**src/rtl/exc_sequencer_if.sv**
```systemverilog
`default_nettype none
// ============================================================================
// Module   : exc_sequencer_if
// Purpose  : Bundle of decode-side inputs and CP0/PC-select outputs used by
//            the exception sequencer.
// Modports : master - decode/CP0 side (drives decode inputs, exc_addr)
//            slave  - exc_sequencer (drives strobes, stall, redirect, flush)
// Signals  : inst_valid, is_syscall, is_break, is_teq, is_eret, teq_a[31:0],
//            teq_b[31:0], pc[31:0], status[31:0], exc_addr[31:0] (to slave)
//            cause[3:0], teq_exc, eret, exc_pc[31:0], stall, pc_redirect,
//            redirect_addr[31:0], flush (from slave)
// Revision : 1.0 - initial release
// ============================================================================
interface exc_sequencer_if;
    logic        inst_valid;
    logic        is_syscall;
    logic        is_break;
    logic        is_teq;
    logic        is_eret;
    logic [31:0] teq_a;
    logic [31:0] teq_b;
    logic [31:0] pc;
    logic [31:0] status;
    logic [31:0] exc_addr;

    logic [3:0]  cause;
    logic        teq_exc;
    logic        eret;
    logic [31:0] exc_pc;
    logic        stall;
    logic        pc_redirect;
    logic [31:0] redirect_addr;
    logic        flush;

    modport master (
        output inst_valid, is_syscall, is_break, is_teq, is_eret,
               teq_a, teq_b, pc, status, exc_addr,
        input  cause, teq_exc, eret, exc_pc, stall, pc_redirect,
               redirect_addr, flush
    );

    modport slave (
        input  inst_valid, is_syscall, is_break, is_teq, is_eret,
               teq_a, teq_b, pc, status, exc_addr,
        output cause, teq_exc, eret, exc_pc, stall, pc_redirect,
               redirect_addr, flush
    );
endinterface
`default_nettype wire

```
**src/rtl/exc_sequencer.sv**
```systemverilog
`default_nettype none
// ============================================================================
// Module   : exc_sequencer
// Purpose  : Converts decoded trap instructions (syscall, break, teq, eret)
//            into single-cycle CP0 strobes, presents the faulting PC for the
//            epc write, then redirects fetch to CP0's exc_addr and flushes
//            IF/ID for FLUSH_CYCLES cycles.
// Ports    : clk  - system clock, rising edge
//            rst  - asynchronous active-high reset
//            bus  - exc_sequencer_if.slave (decode inputs, CP0/PC outputs)
// Sequence : IDLE --accept--> ISSUE (1) --> REDIRECT (1) --> DRAIN --> IDLE
// Revision : 1.0 - initial release
// ============================================================================
module exc_sequencer #(
    parameter int unsigned FLUSH_CYCLES = 2,        // legal range 1..15
    parameter logic [3:0]  SYSCALL_CODE = 4'b1000,
    parameter logic [3:0]  BREAK_CODE   = 4'b1001,
    parameter logic [3:0]  TEQ_CODE     = 4'b1101
) (
    input  wire logic      clk,
    input  wire logic      rst,
    exc_sequencer_if.slave bus
);

    typedef enum logic [1:0] {
        S_IDLE     = 2'd0,
        S_ISSUE    = 2'd1,
        S_REDIRECT = 2'd2,
        S_DRAIN    = 2'd3
    } state_t;

    typedef enum logic [1:0] {
        K_SYSCALL = 2'd0,
        K_BREAK   = 2'd1,
        K_TEQ     = 2'd2,
        K_ERET    = 2'd3
    } kind_t;

    localparam logic [3:0] c_FLUSH_LOAD = 4'(FLUSH_CYCLES - 1);

    state_t      r_state;
    state_t      w_state_nxt;
    kind_t       r_kind;
    kind_t       w_kind_sel;
    logic [3:0]  r_code;
    logic [3:0]  w_code_sel;
    logic [31:0] r_pc;
    logic [3:0]  r_cnt;
    logic        w_take;
    logic        w_accept;

    // Only status[3:0] carries enable bits relevant to this block.
    logic        w_unused_status;
    assign w_unused_status = ^bus.status[31:4];

    // Priority select: the highest-priority asserted is_* wins, then its own
    // enable condition decides whether it traps or degrades to a NOP.
    always_comb begin
        w_kind_sel = K_ERET;
        w_code_sel = 4'd0;
        w_take     = 1'b0;
        if (bus.is_eret) begin
            w_kind_sel = K_ERET;
            w_code_sel = 4'd0;
            w_take     = 1'b1;
        end else if (bus.is_syscall) begin
            w_kind_sel = K_SYSCALL;
            w_code_sel = SYSCALL_CODE;
            w_take     = bus.status[0] & bus.status[1];
        end else if (bus.is_break) begin
            w_kind_sel = K_BREAK;
            w_code_sel = BREAK_CODE;
            w_take     = bus.status[0] & bus.status[2];
        end else if (bus.is_teq) begin
            w_kind_sel = K_TEQ;
            w_code_sel = TEQ_CODE;
            w_take     = bus.status[0] & bus.status[3] & (bus.teq_a == bus.teq_b);
        end
    end

    // Gating with rst keeps the combinational stall low while reset is held.
    assign w_accept = ~rst & bus.inst_valid & w_take & (r_state == S_IDLE);

    always_ff @(posedge clk or posedge rst) begin
        if (rst) begin
            r_state <= S_IDLE;
        end else begin
            r_state <= w_state_nxt;
        end
    end

    always_ff @(posedge clk or posedge rst) begin
        if (rst) begin
            r_kind <= K_SYSCALL;
            r_code <= 4'd0;
            r_pc   <= 32'd0;
        end else if (w_accept) begin
            r_kind <= w_kind_sel;
            r_code <= w_code_sel;
            r_pc   <= bus.pc;
        end
    end

    // Counter holds the number of DRAIN cycles still owed after REDIRECT.
    always_ff @(posedge clk or posedge rst) begin
        if (rst) begin
            r_cnt <= 4'd0;
        end else if (r_state == S_REDIRECT) begin
            r_cnt <= c_FLUSH_LOAD;
        end else if ((r_state == S_DRAIN) && (r_cnt != 4'd0)) begin
            r_cnt <= r_cnt - 4'd1;
        end
    end

    always_comb begin
        w_state_nxt       = r_state;
        bus.cause         = 4'd0;
        bus.teq_exc       = 1'b0;
        bus.eret          = 1'b0;
        bus.stall         = 1'b0;
        bus.pc_redirect   = 1'b0;
        bus.redirect_addr = 32'd0;
        bus.flush         = 1'b0;
        case (r_state)
            S_IDLE: begin
                if (w_accept) begin
                    bus.stall   = 1'b1;
                    w_state_nxt = S_ISSUE;
                end
            end
            S_ISSUE: begin
                bus.cause   = r_code;
                bus.teq_exc = (r_kind == K_TEQ);
                bus.eret    = (r_kind == K_ERET);
                bus.stall   = 1'b1;
                w_state_nxt = S_REDIRECT;
            end
            S_REDIRECT: begin
                bus.pc_redirect   = 1'b1;
                bus.redirect_addr = bus.exc_addr;
                bus.stall         = 1'b1;
                bus.flush         = 1'b1;
                w_state_nxt       = (FLUSH_CYCLES <= 1) ? S_IDLE : S_DRAIN;
            end
            S_DRAIN: begin
                bus.flush = 1'b1;
                // Leave on the edge where the decremented count reaches zero,
                // so REDIRECT plus DRAIN gives exactly FLUSH_CYCLES flush cycles.
                if (r_cnt <= 4'd1) begin
                    w_state_nxt = S_IDLE;
                end
            end
            default: begin
                w_state_nxt = S_IDLE;
            end
        endcase
    end

    assign bus.exc_pc = r_pc;

endmodule
`default_nettype wire

```
**src/flat_wrapper.sv**
```systemverilog
// flat-port wrapper written by rule: the top's interface ports become plain ports
module exc_sequencer_flat 
#(
    parameter int unsigned FLUSH_CYCLES = 2,                            
    parameter logic [3:0]  SYSCALL_CODE = 4'b1000,
    parameter logic [3:0]  BREAK_CODE   = 4'b1001,
    parameter logic [3:0]  TEQ_CODE     = 4'b1101
)
  (clk, rst, bus_inst_valid, bus_is_syscall, bus_is_break, bus_is_teq, bus_is_eret, bus_teq_a, bus_teq_b, bus_pc, bus_status, bus_exc_addr, bus_cause, bus_teq_exc, bus_eret, bus_exc_pc, bus_stall, bus_pc_redirect, bus_redirect_addr, bus_flush);
  exc_sequencer_if bus_i ();
  input  wire logic clk;
  input  wire logic rst;
  input wire logic [$bits(bus_i.inst_valid)-1:0] bus_inst_valid;
  input wire logic [$bits(bus_i.is_syscall)-1:0] bus_is_syscall;
  input wire logic [$bits(bus_i.is_break)-1:0] bus_is_break;
  input wire logic [$bits(bus_i.is_teq)-1:0] bus_is_teq;
  input wire logic [$bits(bus_i.is_eret)-1:0] bus_is_eret;
  input wire logic [$bits(bus_i.teq_a)-1:0] bus_teq_a;
  input wire logic [$bits(bus_i.teq_b)-1:0] bus_teq_b;
  input wire logic [$bits(bus_i.pc)-1:0] bus_pc;
  input wire logic [$bits(bus_i.status)-1:0] bus_status;
  input wire logic [$bits(bus_i.exc_addr)-1:0] bus_exc_addr;
  output wire logic [$bits(bus_i.cause)-1:0] bus_cause;
  output wire logic [$bits(bus_i.teq_exc)-1:0] bus_teq_exc;
  output wire logic [$bits(bus_i.eret)-1:0] bus_eret;
  output wire logic [$bits(bus_i.exc_pc)-1:0] bus_exc_pc;
  output wire logic [$bits(bus_i.stall)-1:0] bus_stall;
  output wire logic [$bits(bus_i.pc_redirect)-1:0] bus_pc_redirect;
  output wire logic [$bits(bus_i.redirect_addr)-1:0] bus_redirect_addr;
  output wire logic [$bits(bus_i.flush)-1:0] bus_flush;
  assign bus_i.inst_valid = bus_inst_valid;
  assign bus_i.is_syscall = bus_is_syscall;
  assign bus_i.is_break = bus_is_break;
  assign bus_i.is_teq = bus_is_teq;
  assign bus_i.is_eret = bus_is_eret;
  assign bus_i.teq_a = bus_teq_a;
  assign bus_i.teq_b = bus_teq_b;
  assign bus_i.pc = bus_pc;
  assign bus_i.status = bus_status;
  assign bus_i.exc_addr = bus_exc_addr;
  assign bus_cause = bus_i.cause;
  assign bus_teq_exc = bus_i.teq_exc;
  assign bus_eret = bus_i.eret;
  assign bus_exc_pc = bus_i.exc_pc;
  assign bus_stall = bus_i.stall;
  assign bus_pc_redirect = bus_i.pc_redirect;
  assign bus_redirect_addr = bus_i.redirect_addr;
  assign bus_flush = bus_i.flush;
  exc_sequencer #(.FLUSH_CYCLES(FLUSH_CYCLES), .SYSCALL_CODE(SYSCALL_CODE), .BREAK_CODE(BREAK_CODE), .TEQ_CODE(TEQ_CODE)) u_core (.clk(clk), .rst(rst), .bus(bus_i));
endmodule
```
**config.mk**
```make
export PLATFORM = sky130hd
export DESIGN_NAME = exc_sequencer_flat
export DESIGN_NICKNAME = d
export VERILOG_FILES = /design/src/rtl/exc_sequencer_if.sv /design/src/rtl/exc_sequencer.sv /design/src/flat_wrapper.sv
export SDC_FILE = /design/constraint.sdc
export NUM_CORES = 1
export LEC_CHECK = 0
export BUFFER_PORTS_ARGS = -buffer_cell sky130_fd_sc_hd__buf_2
export CORE_AREA = 2 2 93 95
export CTS_BUF_LIST = sky130_fd_sc_hd__clkbuf_8
export DETAILED_ROUTE_END_ITERATION = 8
export DIE_AREA = 0 0 95 97
export PLACE_DENSITY = 0.84
export SLEW_MARGIN = 20
export SYNTH_ARGS = -nofsm -noshare
export SYNTH_HDL_FRONTEND = slang
export SYNTH_SLANG_ARGS = --single-unit
export TNS_END_PERCENT = 10
```
**constraint.sdc**
```tcl
create_clock -name clk -period 1.67 [get_ports clk]
set_input_delay 0.0835 -clock clk [delete_from_list [all_inputs] [get_ports clk]]
set_output_delay 0.0835 -clock clk [all_outputs]
set_load 0.03 [all_outputs]
```
# Word-level counts from Yosys, hierarchy flattened
# Cells that the tools add are included.
# classes
add_sub_neg	1
n_mul	0
div	0
magnitude_cmp	1
eq_ne	8
shifts	0
muxes	25
bitwise_logic	8
reduce_logical	7
# ops
op	count
$eq A32 B32 Y1	1
$mux W32	1
$mux W4	7
$mux W1	10
$mux W2	5
$eq A2 B2 Y1 const B	4
$pmux W2 S4	1
$and A1 B1 Y1	7
$le A4 B1 Y1 const B	1
$reduce_bool A4 Y1	1
$reduce_or A2 Y1	2
$sub A4 B1 Y4 const B	1
$eq A2 B1 Y1 const B	1
$logic_not A2 Y1	1
$ne A2 B1 Y1 const B	1
$ne A2 B2 Y1 const B	1
$pmux W1 S2	1
$reduce_and A2 Y1	1
$reduce_bool A2 Y1	1
$logic_and A1 B1 Y1	1
$not A1 Y1	1
# totals
regBits	44
latch_bits	0
mem_bits_rw	0
rom_bits	0
memories	0

# Depth between registers and ports, before layout
# depth
ltp_word	10
ltp_mapped	8

# Worst setup path after synthesis
# Ideal clock, no wire load.
# synth_path
kind	input to output
startpoint	in bus_teq_b[2]
endpoint	out bus_stall
arrival_ns	1.975
t_required_ns	1.586
path_slack_ns	-0.389
cell_stages	7
path_buffers	1
path_cell_list	xnor2_1 o2111ai_1 or4_4 nor4_4 o21ai_2 buf_2 a21oi_1
# synth_via
elab_chain_cells	10
# synth_lines
element	line_no	text
from (decl)	flat_wrapper.sv:19	input wire logic [$bits(bus_i.teq_b)-1:0] bus_teq_b;
$eq A32 B32 Y1	exc_sequencer.sv:77	w_take = bus.status[0] & bus.status[3] & (bus.teq_a == bus.teq_b);
$and A1 B1 Y1	exc_sequencer.sv:77	
$mux W1	exc_sequencer.sv:74	end else if (bus.is_teq) begin
$mux W1	exc_sequencer.sv:70	end else if (bus.is_break) begin
$mux W1	exc_sequencer.sv:66	end else if (bus.is_syscall) begin
$mux W1	exc_sequencer.sv:62	if (bus.is_eret) begin
$and A1 B1 Y1 (2 in a row)	exc_sequencer.sv:82	assign w_accept = ~rst & bus.inst_valid & w_take & (r_state == S_IDLE);
$mux W1	exc_sequencer.sv:126	if (w_accept) begin
$pmux W1 S2	exc_sequencer.sv:124	case (r_state)
to (decl)	flat_wrapper.sv:27	output wire logic [$bits(bus_i.stall)-1:0] bus_stall;
# Every way passes these cells.

# Final worst setup path
# layout_path
startpoint	in bus_status[0]
endpoint	out bus_stall
# layout_via
elab_chain_cells	10
word_cells_on_any_way	12
cone_classes	mux (6); bitwise (6)
# layout_lines
element	line_no	text
from (decl)	flat_wrapper.sv:21	input wire logic [$bits(bus_i.status)-1:0] bus_status;
$and A1 B1 Y1 (2 in a row)	exc_sequencer.sv:77	
$mux W1	exc_sequencer.sv:74	
$mux W1	exc_sequencer.sv:70	
$mux W1 *	exc_sequencer.sv:66	
$mux W1 *	exc_sequencer.sv:62	
$and A1 B1 Y1 * (2 in a row)	exc_sequencer.sv:82	
$mux W1 *	exc_sequencer.sv:126	
$pmux W1 S2 *	exc_sequencer.sv:124	
# Every way passes the cells marked *; elsewhere a longest branch is shown, timed or not.

==> metrics list <==
* Unrepaired setup endpoints after global routing: true
- After synthesis, the share of flip-flops with an asynchronous set or reset is 100%.
- No sink is reached through more buffers than the 2 on the longest clock path.
- The synthesized design devotes to its leading area cell type 42.0% of total area.
- Global routing used 15.8% of the available tracks across all layers.
- Count of flip-flops with a built-in enable after synthesis: 0
- STA classifies the critical path endpoint as a primary output.
- Max-cap violations: 0
* Die X-Extent: 95 um
* Number of buffers inserted during clock tree synthesis: 5
- Ratio of cells with drive above 1 in the final layout: 63.3%
- Critical path data arrival time: 1.76 ns
- The core region is 8130 sq um.
* Fraction of the yosys area taken by sequential cells: 42.0%
- The worst register-to-register path has a setup slack of -0.04 ns.
- 240 I/O pins were placed.
- In this run, the clock network consumes 9.8% of the power.
- Global-route congestion overflow total: 0
- In the post-synthesis netlist, the cell with the most instances is sky130_fd_sc_hd__dfrtp_1.
- Power Dens Cells: 1590 nW/um^2
* Skew-Pair Late Insertion Delay: 0.29 ns
- The finished layout holds 557 standard cells, fillers aside.
- Via Count: 2453
* Antenna violations before repair: 0
- Capturing point of the worst reg2reg path: u_core.bus.exc_pc[15]
- Critical hold path startpoint: bus_pc[20]
- Post-route clock period utilization: 111%
- Part of the total power dissipated in combinational logic: 62.5%
* NumNets Final: 624
- Final number of hold-violating endpoints: 0
- Starting utilization of the core area: 31.5%
- In this run switching power makes up 47.0% of total power.
- After clock tree synthesis, the clock-pin slew on the worst setup and hold paths is 0.08 ns.
- Worst Path Class, Setup: in2out
* Area Overhead vs Synth: 61.4%
- Least setup slack across all paths after layout: -0.177 ns
* CTS tree: yes
- Counting every net in the synthesized netlist gives 398.
* Largest net degree at the start of global routing: 34
- Total clock sinks: 43
* Inserted Diodes: 0
- Sw Pwr: 3.10 mW
- Final hold analysis gives a worst-case slack of 0.0138 ns.
- By count the netlist is led by sky130_fd_sc_hd__dfrtp_1, sky130_fd_sc_hd__and2_1, sky130_fd_sc_hd__xor2_1, sky130_fd_sc_hd__mux2_4, sky130_fd_sc_hd__mux2_2.
- Ranked by total cell area, the synthesized netlist is headed by sky130_fd_sc_hd__dfrtp_1, sky130_fd_sc_hd__mux2_4, sky130_fd_sc_hd__and2_1.
- Clock root buffer master: sky130_fd_sc_hd__clkbuf_8
- Once detailed placement completed, the half-perimeter wirelength came to 6.16 mm.
- Dividing the detail-routed wire length by the instance count gives 13.7 um.
- Most used flip-flop cell after synthesis: sky130_fd_sc_hd__dfrtp_1
- Worst hold-check path type: in2reg
- Endpoint of the worst hold path: u_core.bus.exc_pc[20]
- Counting flops and latches in the post-synthesis netlist gives 43.
- Int Pwr: 3.50 mW
- Worst r2r path cells: 6
* Worst-path maximum fanout: 3
- The flow ran to the end, but the final reports show violations.
* CP required: 1.59 ns
* Gate Count Post-Synth: 225
- Min cycle time layout: 1.85 ns
- Port buffering added 210 buffers.
- For this block, the initial DRC count from the detailed router was 21.
- Of the total power, registers draw 27.7%.
- Failing checks: setup timing
- Avg Cell Area, Syn: 11.4 sq um
- After detailed placement, the design holds a cell count of 546.
- Leakage power summed over all cells: 2.30 nW
- Routability-driven placement finished with a final weighted congestion of 0.870.
* Util after Layout: 50.9%
- Peak ir drop on the vdd network: 0.421 mV
- In this run the vertical extent of the chip is 97 um.
- F_max: 541 MHz
- Hold Path Cell Cnt: 2
- The first global-routing pass estimated 11.5 mm of wire.
- Setup violations remaining at the end of the flow were counted as 37.
- Final routed wirelength across all metal layers: 7.65 mm
- In this run the number of H-tree levels came out at 2.
- Via density per instance: 4.40
- Number of remaining DRC errors: 0
- Die outline area: 9220 sq um
- In this run, distinct cell masters in the synthesized netlist total 35.
* Post-Route Skew: 0.00446 ns
- Synthesis warning total: 0
- The number of global-route vias before repair was 2501.
- The startpoint identified for the worst register-to-register timing path is u_core.r_state[1].
* Number of max-slew violations in the final report: 0
* Number of routed nets with antenna violations: 0
- Setup crit start kind: input port
- After synthesis the cells add up to 2560 sq um.
- Detailed-routing iteration count for the pre-antenna-repair pass: 4
- sky130_fd_sc_hd__dfrtp_1 takes more of the synthesized area than any other cell.
- Row generation in the floorplan step produced 33 rows.
==> registers in the layout, indices dropped and copies added (netlist names) <==
| signal | flops |
|---|---|
| u_core.r_state | 2 |
| u_core.r_cnt | 4 |
| u_core.r_code | 3 |
| u_core.bus.exc_pc | 32 |
| u_core.r_kind | 2 |
==> repair_timing <==
action | CTS | global route
buffers inserted | 1 | 0
hold endpoints to repair | 10 | 0
hold buffers | 1 | 0
pin swaps | 6 | 15
setup endpoints to repair | 71 | 72
resized for setup | 8 | 32
gates cloned | 1 | 0
==> layout make-up <==
cell class	count	area, sq um
fillers	764	3990
multi-input cells	160	1480
repair buffers	228	1320
flip-flops and latches	43	1080
well taps	105	131
clock buffers	5	68.8
inverters	13	48.8
clock inverters	3	16.3
==> through the flow <==
stage	setup WS, ns	area, sq um	TNS, ns	power, mW
finish	-0.177	4140	-4.00	6.60
global route	-0.236	4140	-5.76	7.01
detailed placement	-0.374	3860	-13.33	5.79
floorplan	-0.123	2610	-3.06	4.54
CTS	-0.340	4040	-10.61	6.59
global placement	-0.337	3860	-12.05	5.65
==> kinds of logic (layout without fill, tap and decap cells) <==
family                   count (synthesis)  in the layout  synth area share, %
XOR/XNOR                                31             31                 10.6
AO/OA/AOI/OAI                           14             14                 4.00
AND/OR/NAND/NOR                         70             70                 16.6
flip-flops                              43             43                 42.0
buffers and inverters                   22            249                 4.29
adder cells (fa/ha/maj)                  6              6                 2.93
multiplexers                            38             38                 19.5
other                                    1              1                0.146
==> layer usage <==
layer / vias up / GRT usage [%] / wire [um]
met4: 0 / 4.91 / 119
met1: 1117 / 18.0 / 2990
met5: - / 0 / 0
li1: 1201 / - / -
met2: 123 / 29.0 / 3960
met3: 12 / 3.19 / 586
==> cells in the final DEF (no fill, tap or decap), drive strengths merged <==
master / n
a2111oi: 2
a211oi: 1
a21boi: 1
a21oi: 2
a22oi: 1
a311oi: 2
and2: 35
and3: 2
buf: 213
bufbuf: 1
clkbuf: 18
clkinv: 2
clkinvlp: 1
conb: 1
dfrtp: 43
dlygate4sd3: 1
ha: 6
inv: 13
mux2: 36
mux2i: 2
nand2: 5
nand2b: 2
nand4: 3
nor2: 6
nor2b: 6
nor3: 4
nor4: 5
o2111ai: 1
o21ai: 3
o31ai: 1
or2: 1
or4: 1
xnor2: 8
xor2: 23
==> worst max-delay path, cell delays in order <==
cell                       delay, ns
sky130_fd_sc_hd__buf_2          0.10
sky130_fd_sc_hd__nand2_1        0.06
sky130_fd_sc_hd__a311oi_2       0.30
sky130_fd_sc_hd__buf_4          0.16
sky130_fd_sc_hd__nand4_1        0.15
sky130_fd_sc_hd__nor4_4         0.36
sky130_fd_sc_hd__o21ai_4        0.11
sky130_fd_sc_hd__buf_12         0.14
sky130_fd_sc_hd__a21oi_4        0.13
sky130_fd_sc_hd__buf_6          0.15
==> power by group through the flow <==
stage | clock (mW) | combinational (mW) | sequential (mW)
floorplan | 0 | 1.96 | 2.58
global placement | 0 | 3.84 | 1.81
detailed placement | 0 | 3.95 | 1.84
CTS | 0.677 | 4.09 | 1.83
global route | 0.722 | 4.39 | 1.90
finish | 0.646 | 4.12 | 1.83
==> how the worst max path moves through the flow <==
| stage | from | endpoint | slack (ns) |
|---|---|---|---|
| global route | bus_status[0] | bus_stall | -0.24 |
| floorplan | bus_teq_b[30] | u_core.bus.exc_pc[10] | -0.12 |
| global placement | bus_teq_b[13] | bus_stall | -0.34 |
| finish | bus_status[0] | bus_stall | -0.18 |
| CTS | bus_teq_a[13] | bus_stall | -0.34 |
| detailed placement | bus_teq_b[13] | u_core.bus.exc_pc[21] | -0.37 |
(Power assumes the default switching activity.)
